**config.mk**
```make
export PLATFORM = sky130hd
export DESIGN_NAME = bcd_updown_counter
export DESIGN_NICKNAME = d
export VERILOG_FILES = /design/src/rtl/bcd_pkg.sv /design/src/rtl/bcd_digit.sv /design/src/rtl/bcd_updown_counter.sv
export SDC_FILE = /design/constraint.sdc
export NUM_CORES = 1
export LEC_CHECK = 0
export CAP_MARGIN = 10
export CORE_ASPECT_RATIO = 0.8
export CORE_MARGIN = 5
export CORE_UTILIZATION = 47
export DETAILED_ROUTE_END_ITERATION = 16
export GPL_ROUTABILITY_DRIVEN = 0
export PLACE_DENSITY_LB_ADDON = 0.05
export RECOVER_POWER = 50
export SLEW_MARGIN = 30
export SYNTH_ARGS = -nofsm -noshare
export SYNTH_HDL_FRONTEND = slang
export SYNTH_SLANG_ARGS = --single-unit
```
**constraint.sdc**
```tcl
create_clock -name clk -period 4 [get_ports clk]
set_input_delay 1.2 -clock clk [delete_from_list [all_inputs] [get_ports clk]]
set_output_delay 1.2 -clock clk [all_outputs]
set_load 0.02 [all_outputs]
```
**src/rtl/bcd_pkg.sv**
```systemverilog
// Shared BCD digit type, limits and legality check for the packed-BCD counter blocks.
package bcd_pkg;

  typedef logic [3:0] bcd_digit_t;

  localparam bcd_digit_t BCD_MAX = 4'd9;
  localparam bcd_digit_t BCD_MIN = 4'd0;

  function automatic logic is_bcd(input bcd_digit_t d);
    return d <= BCD_MAX;
  endfunction

endpackage

```
**src/rtl/bcd_digit.sv**
```systemverilog
// One BCD digit of the up/down counter: load with illegal-digit scrub, single up/down step.
module bcd_digit
  import bcd_pkg::*;
(
  input  logic       clk,
  input  logic       reset,
  input  logic       step,
  input  logic       up,
  input  logic       load,
  input  bcd_digit_t ld_digit,
  output bcd_digit_t digit,
  output logic       at_max,
  output logic       at_min
);

  always_ff @(posedge clk) begin
    if (reset) begin
      digit <= BCD_MIN;
    end else if (load) begin
      // Illegal digits are scrubbed to zero so count always stays valid BCD.
      digit <= is_bcd(ld_digit) ? ld_digit : BCD_MIN;
    end else if (step) begin
      if (up) begin
        digit <= at_max ? BCD_MIN : digit + 4'd1;
      end else begin
        digit <= at_min ? BCD_MAX : digit - 4'd1;
      end
    end
  end

  assign at_max = (digit == BCD_MAX);
  assign at_min = (digit == BCD_MIN);

  digit_is_bcd: assert property (@(posedge clk) disable iff (reset) is_bcd(digit));

endmodule

```
**src/rtl/bcd_updown_counter.sv**
```systemverilog
// N-digit packed-BCD up/down counter with parallel load, wrap/saturate mode and cascade carry.
module bcd_updown_counter
  import bcd_pkg::*;
#(
  parameter int unsigned DIGITS   = 3,
  parameter int unsigned SATURATE = 0
) (
  input  logic                clk,
  input  logic                reset,
  input  logic                en,
  input  logic                up,
  input  logic                load,
  input  logic [4*DIGITS-1:0] load_val,
  output logic [4*DIGITS-1:0] count,
  output logic                carry_out,
  output logic                wrap_pulse,
  output logic                load_err
);

  localparam bit Sat = (SATURATE != 0);

  logic [DIGITS-1:0] at_max;
  logic [DIGITS-1:0] at_min;
  logic [DIGITS-1:0] up_chain;
  logic [DIGITS-1:0] dn_chain;
  logic [DIGITS-1:0] step;
  logic [DIGITS-1:0] ld_ok;
  logic              terminal;
  logic              hold;

  assign terminal  = up ? (&at_max) : (&at_min);
  assign hold      = Sat & terminal;
  assign carry_out = en & ~load & terminal;

  for (genvar k = 0; k < DIGITS; k++) begin : g_digit
    if (k == 0) begin : g_lsd
      assign up_chain[k] = 1'b1;
      assign dn_chain[k] = 1'b1;
    end else begin : g_upper
      // Ripple form of &at_max[k-1:0] / &at_min[k-1:0].
      assign up_chain[k] = up_chain[k-1] & at_max[k-1];
      assign dn_chain[k] = dn_chain[k-1] & at_min[k-1];
    end

    assign step[k]  = en & (up ? up_chain[k] : dn_chain[k]) & ~hold;
    assign ld_ok[k] = is_bcd(load_val[4*k +: 4]);

    bcd_digit u_digit (
      .clk      (clk),
      .reset    (reset),
      .step     (step[k]),
      .up       (up),
      .load     (load),
      .ld_digit (load_val[4*k +: 4]),
      .digit    (count[4*k +: 4]),
      .at_max   (at_max[k]),
      .at_min   (at_min[k])
    );
  end

  always_ff @(posedge clk) begin
    if (reset) begin
      wrap_pulse <= 1'b0;
      load_err   <= 1'b0;
    end else begin
      wrap_pulse <= carry_out;
      load_err   <= load & ~(&ld_ok);
    end
  end

endmodule

```
# Word-level counts from Yosys, hierarchy flattened
# Index checks and enable logic that the tools add are counted.
# word_totals
register_bits,14
out_inout_bits,15
word_cells,56
# op_classes
n_addsub,6
n_lt_le_gt_ge,3
eq_ne,3
mux,21
bitwise,9
n_reduce_logical,9
# ops
operator,count
$mux W4,18
$add A4 B1 Y4 const B,3
$eq A4 B4 Y1 const B,3
$le A4 B4 Y1 const B,3
$logic_not A4 Y1,3
$sub A4 B1 Y4 const B,3
$reduce_and A3 Y1,3
$and A1 B1 Y1,7
$reduce_bool A2 Y1,3
$mux W1,3
$not A1 Y1,2

# Longest topological paths before layout
# depth
depth_word,6
mapped_depth,7

# Hierarchy
# From an unflattened synthesis, not the netlist that was laid out.
# unflattened
cells_unflattened,149
hier_area_um2,1208.7
# by_module_without_submodules
module,n_inst,cells_per_inst,area_per_inst_um2
bcd_digit,3,44,350.3
bcd_updown_counter,1,17,157.7

# Worst setup path after synthesis
# OpenSTA, ideal clock, no wires.
# synth_timing
path_type,input -> output
startpoint,input port up
endpoint,output port carry_out
arrival_ps,2500
t_required_ps,2800
path_slack_ps,300
cell_stages,5
cell_sequence,or3_1 a211o_1 buf_6 nor4_4 and3_2
# synth_via
elab_chain_cells,2
# synth_rtl
element,line,rtl
start: declaration,bcd_updown_counter.sv:11,"input logic up,"
$mux W1,bcd_updown_counter.sv:31,assign terminal = up ? (&at_max) : (&at_min);
$and A1 B1 Y1,bcd_updown_counter.sv:33,assign carry_out = en & ~load & terminal;
end: declaration,bcd_updown_counter.sv:15,"output logic carry_out,"
# Every way passes these cells.

# Worst setup path in the final report
# layout_timing
startpoint,input port en
endpoint,output port carry_out
# layout_via
elab_chain_cells,2
# layout_rtl
element,line,rtl
start: declaration,bcd_updown_counter.sv:10,"input logic en,"
$and A1 B1 Y1 (2 in series),bcd_updown_counter.sv:33,
# Every way passes these cells.

==> flow_metrics.env <==
export IMPL_hold_viol=0
export IMPL_fin_crit_ps=3810
export IMPL_setup_viol=0
export IMPL_wl_per_cell_um=15.4
export IMPL_p_leak_nw=0.553
export IMPL_drive_gt1_share_pct=13.3
export IMPL_numCtsBuffers=3
export IMPL_htreeDepth=1
export IMPL_worst_setup_path_end_kind="output pin"
export IMPL_synthTopCellsByArea="dfxtp_1 25%, o21ai_0 5.8%, a21oi_1 5.3%"
export IMPL_dieArea_sq_um=3480
export IMPL_worst_slack_ps=189
export IMPL_critPathBufInv=3
export IMPL_clock_fmax_ghz=0.262
export IMPL_syn2layout_area_growth_pct=35.0
export IMPL_pin_count=32
export IMPL_pwr_share_comb_pct=30.9
export IMPL_fp_dieW_um=64.8
export IMPL_yosys_area_top_type="dfxtp_1"
export IMPL_crit_path_max_fanout=3
export IMPL_nFillCells=204
export IMPL_cp_cell_sequence="clkdlybuf4s50_1 -> inv_1 -> a211o_1 -> nor4_4 -> and3_1 -> buf_4"
export IMPL_final_common_cell="clkdlybuf4s50_1"
export IMPL_clock_path_buffers=2
export IMPL_synth_cell_type_count=48
export IMPL_synth_edf_count=0
export IMPL_core_area_sq_um=2210
export IMPL_initial_core_util_pct=50.9
export IMPL_cts_tree="built"
export IMPL_fin_crit_sh_pct=95.3
export IMPL_num_antenna_cells=0
export IMPL_yosysTopAreaCellShare_pct=24.9
export IMPL_crit_path_max_incr_delay_ps=470
export IMPL_holdPathStages=2
export IMPL_first_pass_iters=4
export IMPL_hold_path_class="reg -> reg"
export IMPL_grt_usage_pct=20.8
export IMPL_syn_avg_cell_area_sq_um=7.57
export IMPL_cts_root_buf="clkbuf_4"
export IMPL_antenna_found_initial=0
export IMPL_reg2reg_depth=6
export IMPL_final_cell_mix="24 x clkdlybuf4s50_1, 14 x dfxtp_1, 13 x o21ai_0"
export IMPL_seq_area_frac_synth_pct=24.9
export IMPL_cpMaxStageDelayCell="clkdlybuf4s50_1"
export IMPL_ant_nets=0
export IMPL_clk_pin_slew_ps=90
export IMPL_grt_max_degree=15
export IMPL_rows=15
export IMPL_dpl_hpwl_mm=2.35
export IMPL_async_reset_ff_share_pct=0
export IMPL_pwr_share_clk_pct=27.3
export IMPL_worstPathRequired_ps=2800
export IMPL_final_instance_count_excl_fill=206
export IMPL_cpLargestDelayFamily="buffers and inverters"
export IMPL_cts_sinks=14
export IMPL_ys_flop_type="dfxtp_1"
export IMPL_max_vdd_ir_drop_mv=0.157
export IMPL_dp_slack_ps=-534
export IMPL_power_density_nw_per_um2=261
export IMPL_skew_ps=2.38
export IMPL_design_area_sq_um=1520
export IMPL_num_vias=1238
export IMPL_drtIter0Drc=100
export IMPL_synth_cells=149
export IMPL_syn_area_sq_um=1130
export IMPL_path_class="in -> out"
export IMPL_maxSlewViolCount=0
export IMPL_wl_mm=3.17
export IMPL_power_uw=396
export IMPL_sw_frac_of_total_pct=33.0
export IMPL_arrival_ps=2610
export IMPL_clock_latency_ps=290
export IMPL_grt_overflow=0
export IMPL_port_buffers=31
export IMPL_dp_cells=200
export IMPL_whs_ps=613
export IMPL_vias_per_cell=6.01
export IMPL_tightest_slew_ps=536
export IMPL_min_from="g_digit[0].u_digit.digit[1]"
export IMPL_power_switching_uw=131
export IMPL_reg2reg_to="g_digit[2].u_digit.digit[1]"
export IMPL_synth_seq_cells=14
export IMPL_drc=0
export IMPL_dpl_cell_area_sq_um=1460
export IMPL_fin_nets=199
export IMPL_seqPwrFrac_pct=41.8
export IMPL_grt_pass1_vias=1186
export IMPL_setup_tns_ps=0
export IMPL_outcome="completed"
export IMPL_die_y_um=53.8
export IMPL_relSlewSlack_pct=64.1
export IMPL_critPathLaunchType="input port"
export IMPL_syn_nets=166
export IMPL_yosys_warnings=0
export IMPL_p_int_uw=265
export IMPL_post_route_util_pct=68.7
export IMPL_hold_path_end="g_digit[0].u_digit.digit[1]"
export IMPL_cap_violations=0
export IMPL_grt_pass1_wl_mm=5.62
export IMPL_rsz0062_at_grt="false"
export IMPL_r2r_slack_ps=1750
export IMPL_r2r_start="g_digit[0].u_digit.digit[3]"
[synth_stat cells (2+ instances only)]
cell	n
o211ai_1	2
a21oi_1	12
or4_1	2
xor2_1	2
nor4_4	2
dfxtp_1	14
buf_6	2
nand3_1	5
clkbuf_1	8
or2_2	2
nor4_1	4
xnor2_1	4
buf_2	2
or3_1	2
nand2_1	6
mux2i_1	2
a21o_1	2
o22ai_1	3
nand3b_1	2
a31oi_1	5
nor2_1	10
a22o_1	2
mux2_2	2
o21ai_0	13
a211oi_1	2
nor2b_1	3
nor3_1	6
inv_1	6
nand2b_1	3
[cell type report]
type / count / area, sq um / share of cell area (%)
inverters: 6 / 22.5 / 1.48
flip-flops and latches: 14 / 280 / 18.4
repair buffers: 42 / 393 / 25.8
multi-input cells: 115 / 758 / 49.8
well taps: 25 / 31.3 / 2.06
clock buffers: 4 / 36.3 / 2.38
[logic make-up after synthesis]
| kind of cell | synth area share, % |
|---|---|
| mux | 3.77 |
| xor+xnor | 4.66 |
| compound gates | 30.6 |
| simple gates | 27.5 |
| buf+inv | 8.55 |
| flops | 24.9 |
[registers in the layout, summed over array words and instances, names as in the netlist]
name / count
load_err: 1
g_digit.u_digit.digit: 12
wrap_pulse: 1
[power groups by stage]
stage	Clock (mW)	Combinational [mW]	Sequential (mW)
2_1_floorplan	0	0.0721	0.166
3_3_place_gp	0	0.118	0.168
3_5_place_dp	0	0.120	0.168
4_1_cts	0.112	0.124	0.165
5_1_grt	0.121	0.134	0.168
6_report	0.108	0.122	0.166
[worst max path at each step]
stage,startpoint,end,slack [ps],cells after the start
2_1_floorplan,up,carry_out,300,5
3_3_place_gp,up,carry_out,-530,6
3_5_place_dp,up,carry_out,-530,6
4_1_cts,up,carry_out,1,8
5_1_grt,en,carry_out,130,6
6_report,en,carry_out,190,6
[metal layers]
layer	share of wire, %	GRT usage (%)
met1	47	26.4
met2	46	35.1
met3	6.3	6.47
met4	0.66	4.21
met5	0	0
[repair_timing]
action	CTS	global route
endpoints found under the hold margin	0	0
gates resized for setup	9	2
hold buffers	0	0
pin swaps	3	3
buffers inserted	2	0
endpoints found under the setup margin	1	1
[worst reg2reg max path: cells and delay by family (launching register included)]
kind,cells,cell delay [ps]
AOI/OAI and AO/OA,2,510
buffers and inverters,1,190
and+or+nand+nor,2,680
DFF,1,400
muxes,1,370
Note: power is estimated with default switching activity, not from simulation.
